===== config.mk =====
export PLATFORM = sky130hd
export DESIGN_NAME = fifo_serial_tx
export DESIGN_NICKNAME = d
export VERILOG_FILES = /design/src/rtl/fifo_serial_tx.sv
export SDC_FILE = /design/constraint.sdc
export NUM_CORES = 1
export LEC_CHECK = 0
export CAP_MARGIN = 20
export CORE_MARGIN = 3
export CORE_UTILIZATION = 30
export CTS_CLUSTER_DIAMETER = 60
export CTS_CLUSTER_SIZE = 40
export DETAILED_ROUTE_END_ITERATION = 8
export REMOVE_ABC_BUFFERS = 1
export SETUP_SLACK_MARGIN = 0.05
export SYNTH_ARGS = -nofsm -noshare
export SYNTH_HDL_FRONTEND = slang
export SYNTH_SLANG_ARGS = --single-unit

===== constraint.sdc =====
create_clock -name i_clock -period 1.6 [get_ports i_clock]
set_input_delay 0.32 -clock i_clock [delete_from_list [all_inputs] [get_ports i_clock]]
set_output_delay 0.32 -clock i_clock [all_outputs]
set_load 0.01 [all_outputs]

===== src/rtl/fifo_serial_tx.sv =====
// fifo_serial_tx: pops words from a FIFO and sends each as a start/data(LSB first)/stop serial frame.
module fifo_serial_tx #(
   parameter int DATA_WIDTH   = 8,
   parameter int CLKS_PER_BIT = 16,
   parameter int STOP_BITS    = 1
) (
   input  logic                  i_clock,
   input  logic                  i_reset_n,
   input  logic                  i_enable,
   input  logic                  i_f_empty_n,
   input  logic [DATA_WIDTH-1:0] i_fifo_data,
   output logic                  o_read,
   output logic                  o_tx,
   output logic                  o_busy,
   output logic                  o_tx_done
);
   localparam int BW = $clog2(CLKS_PER_BIT);
   localparam int NW = $clog2(DATA_WIDTH);
   localparam logic [BW-1:0] BAUD_LAST = BW'(CLKS_PER_BIT - 1);
   localparam logic [BW-1:0] BAUD_PRE  = BW'(CLKS_PER_BIT - 2);
   localparam logic [NW-1:0] BIT_LAST  = NW'(DATA_WIDTH - 1);
   localparam logic [NW-1:0] STOP_LAST = NW'(STOP_BITS - 1);
   typedef enum logic [2:0] {S_IDLE, S_LOAD, S_START, S_DATA, S_STOP} state_t;
   state_t                r_state;
   logic [BW-1:0]         r_baud;
   logic [NW-1:0]         r_bit;
   logic [DATA_WIDTH-1:0] r_shreg;
   logic                  r_read, r_tx, r_busy, r_tx_done;
   logic                  w_bit_end;
   assign w_bit_end = r_baud == BAUD_LAST;
   assign o_read    = r_read;
   assign o_tx      = r_tx;
   assign o_busy    = r_busy;
   assign o_tx_done = r_tx_done;
   always_ff @(posedge i_clock) begin
      if (!i_reset_n) begin
         r_state   <= S_IDLE;
         r_baud    <= '0;
         r_bit     <= '0;
         r_shreg   <= '0;
         r_read    <= 1'b0;
         r_tx      <= 1'b1;
         r_busy    <= 1'b0;
         r_tx_done <= 1'b0;
      end else begin
         r_read    <= 1'b0;
         r_tx_done <= 1'b0;
         case (r_state)
            S_IDLE: if (i_enable && i_f_empty_n) begin
               r_state <= S_LOAD;
               r_read  <= 1'b1;
               r_busy  <= 1'b1;
            end
            S_LOAD: begin
               r_shreg <= i_fifo_data;
               r_state <= S_START;
               r_tx    <= 1'b0;
               r_baud  <= '0;
            end
            S_START: if (w_bit_end) begin
               r_state <= S_DATA;
               r_baud  <= '0;
               r_bit   <= '0;
               r_tx    <= r_shreg[0];
            end else r_baud <= r_baud + 1'b1;
            // tx is registered, so the next bit is taken from shreg[1] before the shift lands
            S_DATA: if (w_bit_end) begin
               r_baud  <= '0;
               r_shreg <= r_shreg >> 1;
               if (r_bit == BIT_LAST) begin
                  r_state <= S_STOP;
                  r_bit   <= '0;
                  r_tx    <= 1'b1;
               end else begin
                  r_bit <= r_bit + 1'b1;
                  r_tx  <= r_shreg[1];
               end
            end else r_baud <= r_baud + 1'b1;
            S_STOP: begin
               if (r_bit == STOP_LAST && r_baud == BAUD_PRE) r_tx_done <= 1'b1;
               if (w_bit_end) begin
                  r_baud <= '0;
                  if (r_bit == STOP_LAST) begin
                     r_state <= S_IDLE;
                     r_busy  <= 1'b0;
                     r_bit   <= '0;
                  end else r_bit <= r_bit + 1'b1;
               end else r_baud <= r_baud + 1'b1;
            end
            default: r_state <= S_IDLE;
         endcase
      end
   end
endmodule

* Word-level counts from Yosys, hierarchy flattened
Index checks and enable logic that the tools add are counted.
** Word-level totals
- Register bits :: 22
- Word-level logic and storage cells :: 67
** Cells by class
- Eq/ne operators :: 13
- Reduce and logical (&&, ||, !) cells :: 17
- Multiplexer cells :: 27
- Add/sub/neg operators :: 2
** Operators by type and width (count)
- 3-bit 2-to-1 mux :: 11
- 8-bit case mux with 2 select lines :: 1
- 3-bit case mux with 5 select lines :: 1
- 2-bit inequality test, second input constant :: 6
- 3-bit case mux with 3 select lines :: 1
- 4-bit == test, second input constant :: 2
- 1-bit 2-to-1 mux :: 8
- 8-bit 2-to-1 mux :: 1
- 4-bit case mux with 2 select lines :: 1
- 4-bit AND reduction :: 2
- 3-bit by 2-bit == test with 1-bit output, second input constant :: 2
- 3-bit == test, second input constant :: 2
- 3-bit logical NOT :: 2
- 2-bit AND reduction :: 3
- 6-bit AND reduction :: 1
- 2-bit nonzero test :: 3
- 3-bit nonzero test :: 2
- 4-bit by 1-bit adder with 4-bit output, second input constant :: 1
- 4-bit 2-to-1 mux :: 1
- 3-bit by 1-bit adder with 3-bit output, second input constant :: 1
- 3-bit by 1-bit == test with 1-bit output, second input constant :: 1
- 1-bit case mux with 3 select lines :: 1
- 3-bit AND reduction :: 1
- 3-bit OR reduction :: 1
- 2 further kinds :: 3

* Depth between registers and ports, before layout
Gate-level depths: netlist (run 1).
- Depth after elaboration :: 4
- Depth in mapped cells :: 6
- Depth with buffers taken out :: 6

* Worst setup path before layout (run 1)
Ideal clock, no wire load.
- Kind :: register to register
- Start :: register r_baud[1]
- End :: register r_shreg[4]
- Data arrival time :: 1.407 ns
- Library setup time :: 0.116 ns
- Required time :: 1.484 ns
- Period minus slack after synthesis :: 1.523 ns
- Cell stages (with the launch flop) :: 7
- Slack :: 0.077 ns
- Cells stage by stage :: dfxtp_1 ha_1 nand3_4 a21oi_2 buf_2 nand2_1 o211a_1
** On the way
- Longest elaborated chain between the ends :: 3
** Ends and longest elaborated chain
- start, declared :: RTL line 25 : logic [BW-1:0] r_baud;
- start signal, assigned :: RTL line 65 : end else r_baud <= r_baud + 1'b1;
- start signal, assigned :: RTL line 78 : end else r_baud <= r_baud + 1'b1;
- start signal, assigned :: RTL line 88 : end else r_baud <= r_baud + 1'b1;
- 4-bit == test :: RTL line 30 : assign w_bit_end = r_baud == BAUD_LAST;
- 2-bit inequality test (no source line)
- 2-bit AND reduction (no source line)
- end signal, assigned :: RTL line 55 : r_shreg <= i_fifo_data;
- end signal, assigned :: RTL line 69 : r_shreg <= r_shreg >> 1;
- end, declared :: RTL line 27 : logic [DATA_WIDTH-1:0] r_shreg;
No other way between the ends.
A chain may end at the register's enable or synchronous reset.

* Final worst setup path (run 1)
- Start :: register r_busy (netlist: o_busy)
- End :: output port o_busy
** RTL lines
- start, declared :: RTL line 28 : logic r_read, r_tx, r_busy, r_tx_done;
- start signal, assigned :: RTL line 43 : r_busy <= 1'b0;
- start signal, assigned :: RTL line 52 : r_busy <= 1'b1;
- start signal, assigned :: RTL line 85 : r_busy <= 1'b0;
- end, declared :: RTL line 14 : output logic o_busy,
No word-level cell between the ends.

==> results of run 1 <==
## through the flow
stage / setup TNS (ns) / util [%]
after floorplan: -0.0798 / -
after CTS: 0 / 39.6
after detailed placement: 0 / 38.2
after global placement: 0 / 38.2
final: 0 / 39.7
after global routing: 0 / 39.7
## worst min path at each step
stage                          start         end  slack, ns  cells past startpoint
after floorplan            i_reset_n        o_tx       0.39                      1
after global placement      r_bit[2]    r_bit[2]       0.47                      2
after detailed placement    r_bit[2]    r_bit[2]       0.49                      2
after CTS                   r_bit[2]    r_bit[2]       0.50                      2
after global routing      r_shreg[4]  r_shreg[4]       0.52                      1
final                         o_busy      o_busy       0.49                      2
## cell usage in the layout, fill, tap and decap left out, types with 2 or more instances in the layout
master,instances
dfxtp_1,20
nand2_1,15
clkdlybuf4s50_1,14
buf_4,13
o211a_1,8
o21ai_0,8
mux2i_1,7
inv_1,5
nor2_1,5
nand2b_1,5
a21oi_1,5
ha_1,5
and3_1,4
nand4_1,4
clkbuf_8,4
nor2b_1,3
o211ai_1,3
nand3_1,3
a41o_1,2
nor3_1,2
nor4_1,2
a21oi_2,2
o221a_2,2
o21a_1,2
nor3b_1,2
a21boi_0,2
a31oi_1,2
dfxtp_2,2
## sequential cells by signal, summed over array words and instances (netlist names)
signal and cells:
r_state 3, r_baud 4, o_read 1, r_bit 3, o_busy 1, o_tx_done 1
r_shreg 8, o_tx 1
## area by class of cell
type | instances | area (sq um)
clock buffer | 4 | 55.1
fill | 392 | 2450
inverter | 5 | 18.8
multi-input combinational | 106 | 762
sequential | 22 | 443
tap | 50 | 62.6
timing repair buffer | 29 | 270
## routing by layer
layer	vias to the layer above	track usage [%]	routed length [um]
met1	522	14.9	1330
met3	5	4.07	135
met2	22	20.8	1360
li1	573	-	-
met4	0	6.26	61
met5	-	0	0
## cells by family after synthesis
| logic type | count (synthesis) | synth area share, % |
|---|---|---|
| and+or+nand+nor | 50 | 21.8 |
| muxes | 7 | 5.46 |
| DFF | 22 | 34.3 |
| buffers and inverters | 17 | 6.34 |
| adders and majority gates | 6 | 5.65 |
| AOI/OAI and AO/OA | 43 | 26.4 |
## where the power goes
group	leakage, nW	internal [mW]	switching, mW
registers	0.180	0.589	0.0310
logic	0.537	0.162	0.149
clock network	0.0288	0.220	0.189
total	0.746	0.971	0.369
## what timing repair did
| action | CTS | global route |
|---|---|---|
| endpoints found under the setup margin | 0 | 7 |
| hold buffers | 0 | 0 |
| resized for setup | 0 | 4 |
| endpoints found under the hold margin | 0 | 0 |
==> impl_metrics.ini, run 1 <==
[grt]
antenna_found_initial = 0
grt_max_degree = 23
grt_pass1_wl_mm = 5.11
grt_pass1_vias = 1145
grt_usage_pct = 12.7
grt_overflow = 0

[sta]
whs_ns = 0.491
period_share_pct = 90.7
relSlewSlack_pct = 74.0
hold_viol_final = 0
finalWorstSetupSlack_ns = 0.148
tightest_slew_ns = 0.389
finalSetupViolCount = 0
min_period_ns = 1.45
fmax_mhz = 689
clock-skew-final_ns = 0.00929
slew_viol_final = 0
rsz0062_at_grt = false

[die]
dieArea_sq_um = 5100
die_y_um = 71.4
ios = 16
die_w_um = 71.4
start_util_pct = 31.6
core_sq_um = 4060
row_count = 23

[finish]
fin_cells = 216
final_nets = 184
antenna_cells = 0
drive_gt1_share_pct = 17.5
syn_to_final_growth_pct = 25.5
design_area_sq_um = 1610

[setup_path]
crit_cells = 1
worstPathCellList = clkdlybuf4s50_1
cp-startpoint = o_busy
cp_slowest_stage_delay_ns = 0.53
cpLargestDelayFamily = buffers and inverters
crit_end = o_busy
cp_max_fo = 2
rr_startpoint = r_bit[1]
reg2reg_depth = 6
path_buf_inv = 1
r2r_slack_ns = 0.16
start_kind = flip-flop
critical_path_class = reg -> out
crit_path_end_kind = output port
cp.required_ns = 1.28
r2r_end = r_state[2]
crit_slowest_cell = clkdlybuf4s50_1
crit_arrival_ns = 1.13

[placement]
place_area_sq_um = 1550
pre_cts_ws_ns = 0.106
io_buffer_count = 15
dp_hpwl_mm = 2.13
dp.cells = 212
place.gp.congestion = 0.763

[clock_tree]
cts_max_level = 1
cts_buffer_depth = 2
clock_sinks = 22
clock_latency_ns = 0.27
clk_pin_slew_ns = 0.08
tritoncts = built
numCtsBuffers = 3
post_cts_buffers = 0
cts_root_buf = clkbuf_8

[detailed_routing]
drc = 0
wl_per_cell_um = 13.4
first_pass_iters = 4
vias_per_cell = 5.19
finalWirelength_mm = 2.89
vias = 1122
drt_iter0_drc = 45
ant_nets = 0

[worst_hold_path]
min_path_type = reg -> reg

[yosys]
synth_most_common_cell = dfxtp_1
synth_edf_count = 0
netlist_area_sq_um = 1280
ys_warn_count = 0
yosysSeqAreaShare_pct = 34.3
synth_cell_types = 39
yosysTopAreaCellShare_pct = 34.3
synth_top_flop_cell = dfxtp_1
postSynth.asyncResetShare_pct = 0
synth_area_leaders = dfxtp_1 34%, o211a_1 6.2%, mux2i_1 5.5%
yosysTopAreaCell = dfxtp_1
synth_common_cells = 22 x dfxtp_1, 15 x nand2_1, 9 x o21ai_0
postSynthAreaPerCell_sq_um = 8.85
synthCells = 145
ys_seq_elements = 22

[outcome]
status = finished, final reports clean

[job]
maxCapViolations = 0

[pwr]
p_leak_nw = 0.746
power.density_nw_per_um2 = 832
total_power_mw = 1.34
irDropWorstVdd_v = 0.000465
Power figures use the tool's default switching activity.
==> run 2, diff against run 1 <==
- MAX_ROUTING_LAYER: unset -> met4
==> run 2 against run 1 <==
Net effect:
- non-clock buffer count unchanged
- clock-buffer cell count unchanged
- critical endpoint unchanged
- die area did not move
- critical path type unchanged
- global-route usage grew 0.38 points
- largest power group unchanged
==> impl_metrics.ini, run 2 (same netlist as run 1, synthesis figures left out) <==
[grt]
grtUsageMet3_pct = 4.07
grtUsageMet1_pct = 14.9
grt_max_degree = 23
grt_pass1_wl_mm = 5.10
use_met2_pct = 20.8
antenna_found_initial = 0
grt_pass1_vias = 1145
grt_usage_pct = 13.1
busiest_layer = met2
grt_overflow = 0

[sta]
min_period_ns = 1.45
rsz0062_at_grt = false
period_share_pct = 90.7
finalSetupViolCount = 0
finalWorstSetupSlack_ns = 0.148
slew_viol_final = 0
tightest_slew_ns = 0.389
clock-skew-final_ns = 0.00927
fmax_mhz = 689
relSlewSlack_pct = 74.0
whs_ns = 0.491
hold_viol_final = 0

[worst_hold_path]
min_path_type = reg -> reg

[setup_path]
path_buf_inv = 1
cpLargestDelayFamily = buffers and inverters
cp.required_ns = 1.28
start_kind = flip-flop
cp_max_fo = 2
critical_path_class = reg -> out
crit_path_end_kind = output port
crit_arrival_ns = 1.13
worstPathCellList = clkdlybuf4s50_1
cp_slowest_stage_delay_ns = 0.53
crit_slowest_cell = clkdlybuf4s50_1

[clock_tree]
clock_latency_ns = 0.27
clk_pin_slew_ns = 0.08
numCtsBuffers = 3
cts_buffer_depth = 2
clock_sinks = 22
hold_buffers = 0
cts_root_buf = clkbuf_8
post_cts_buffers = 0
tritoncts = built
cts_max_level = 1

[detailed_routing]
wl_per_cell_um = 13.3
ant_nets = 0
vias = 1121
drt_iter0_drc = 45
finalWirelength_mm = 2.87
first_pass_iters = 4
drc = 0
vias_per_cell = 5.19

[finish]
regMostFlops = r_shreg
mostFrequentLayoutCells = 20 x dfxtp_1, 15 x nand2_1, 14 x clkdlybuf4s50_1
design_area_sq_um = 1610
antenna_cells = 0
top_regs = r_shreg: 8 flops, r_baud: 4 flops
largest_reg_flops = 8
final_nets = 184
drive_gt1_share_pct = 17.5
syn_to_final_growth_pct = 25.5
final_common_cell = dfxtp_1

[outcome]
status = finished, final reports clean

[die]
core_sq_um = 4060
ios = 16
start_util_pct = 31.6
row_count = 23
die_w_um = 71.4
dieArea_sq_um = 5100
die_y_um = 71.4

[pwr]
irDropWorstVdd_v = 0.000465
power.density_nw_per_um2 = 831
total_power_mw = 1.34
p_leak_nw = 0.746

[job]
maxCapViolations = 0

[placement]
dp_hpwl_mm = 2.13
pre_cts_ws_ns = 0.106
io_buffer_count = 15
place_area_sq_um = 1550
place.gp.congestion = 0.773
## run 2: cell counts in the layout (fill, tap and decap cells not counted)
Identical to the previous run, type by type.
## run 2: cell type report
class / instances / area, sq um
timing repair buffer: 29 / 270
multi-input combinational: 106 / 762
clock buffer: 4 / 55.1
inverter: 5 / 18.8
fill: 392 / 2450
tap: 50 / 62.6
sequential: 22 / 443
## run 2: worst paths after layout
| path | start | endpoint | slack (ns) | depth (start not counted) |
|---|---|---|---|---|
| max reg2reg | r_bit[1] | r_state[2] | 0.16 | 6 |
| min | o_busy | o_busy | 0.49 | 2 |
| max | o_busy | o_busy | 0.15 | 1 |
| min reg2reg | o_busy | o_busy | 0.49 | 2 |
## run 2: repair_timing
item | CTS | global route
setup endpoints to repair | 0 | 7
hold endpoints to repair | 0 | 0
resized for setup | 0 | 4
## run 2: per-layer routing
| layer | part of all wire [%] | routed length (um) | vias up |
|---|---|---|---|
| met4 | 2.1 | 61 | 0 |
| met1 | 46 | 1320 | 521 |
| met3 | 4.6 | 133 | 5 |
| met2 | 47 | 1360 | 22 |
| li1 | - | - | 573 |
| met5 | 0 | 0 | - |
## run 2: power breakdown
part	total [mW]	internal (mW)	leakage, nW	switching, mW
Combinational	0.311	0.162	0.537	0.149
Clock	0.409	0.220	0.0288	0.189
Sequential	0.620	0.589	0.180	0.0310
## run 2: metrics by stage
step | utilization [%] | std cells | TNS, ns
2_1_floorplan | - | 133 | -0.0798
3_3_place_gp | 38.2 | 212 | 0
3_5_place_dp | 38.2 | 212 | 0
4_1_cts | 39.6 | 216 | 0
5_1_grt | 39.7 | 216 | 0
6_report | 39.7 | 216 | 0
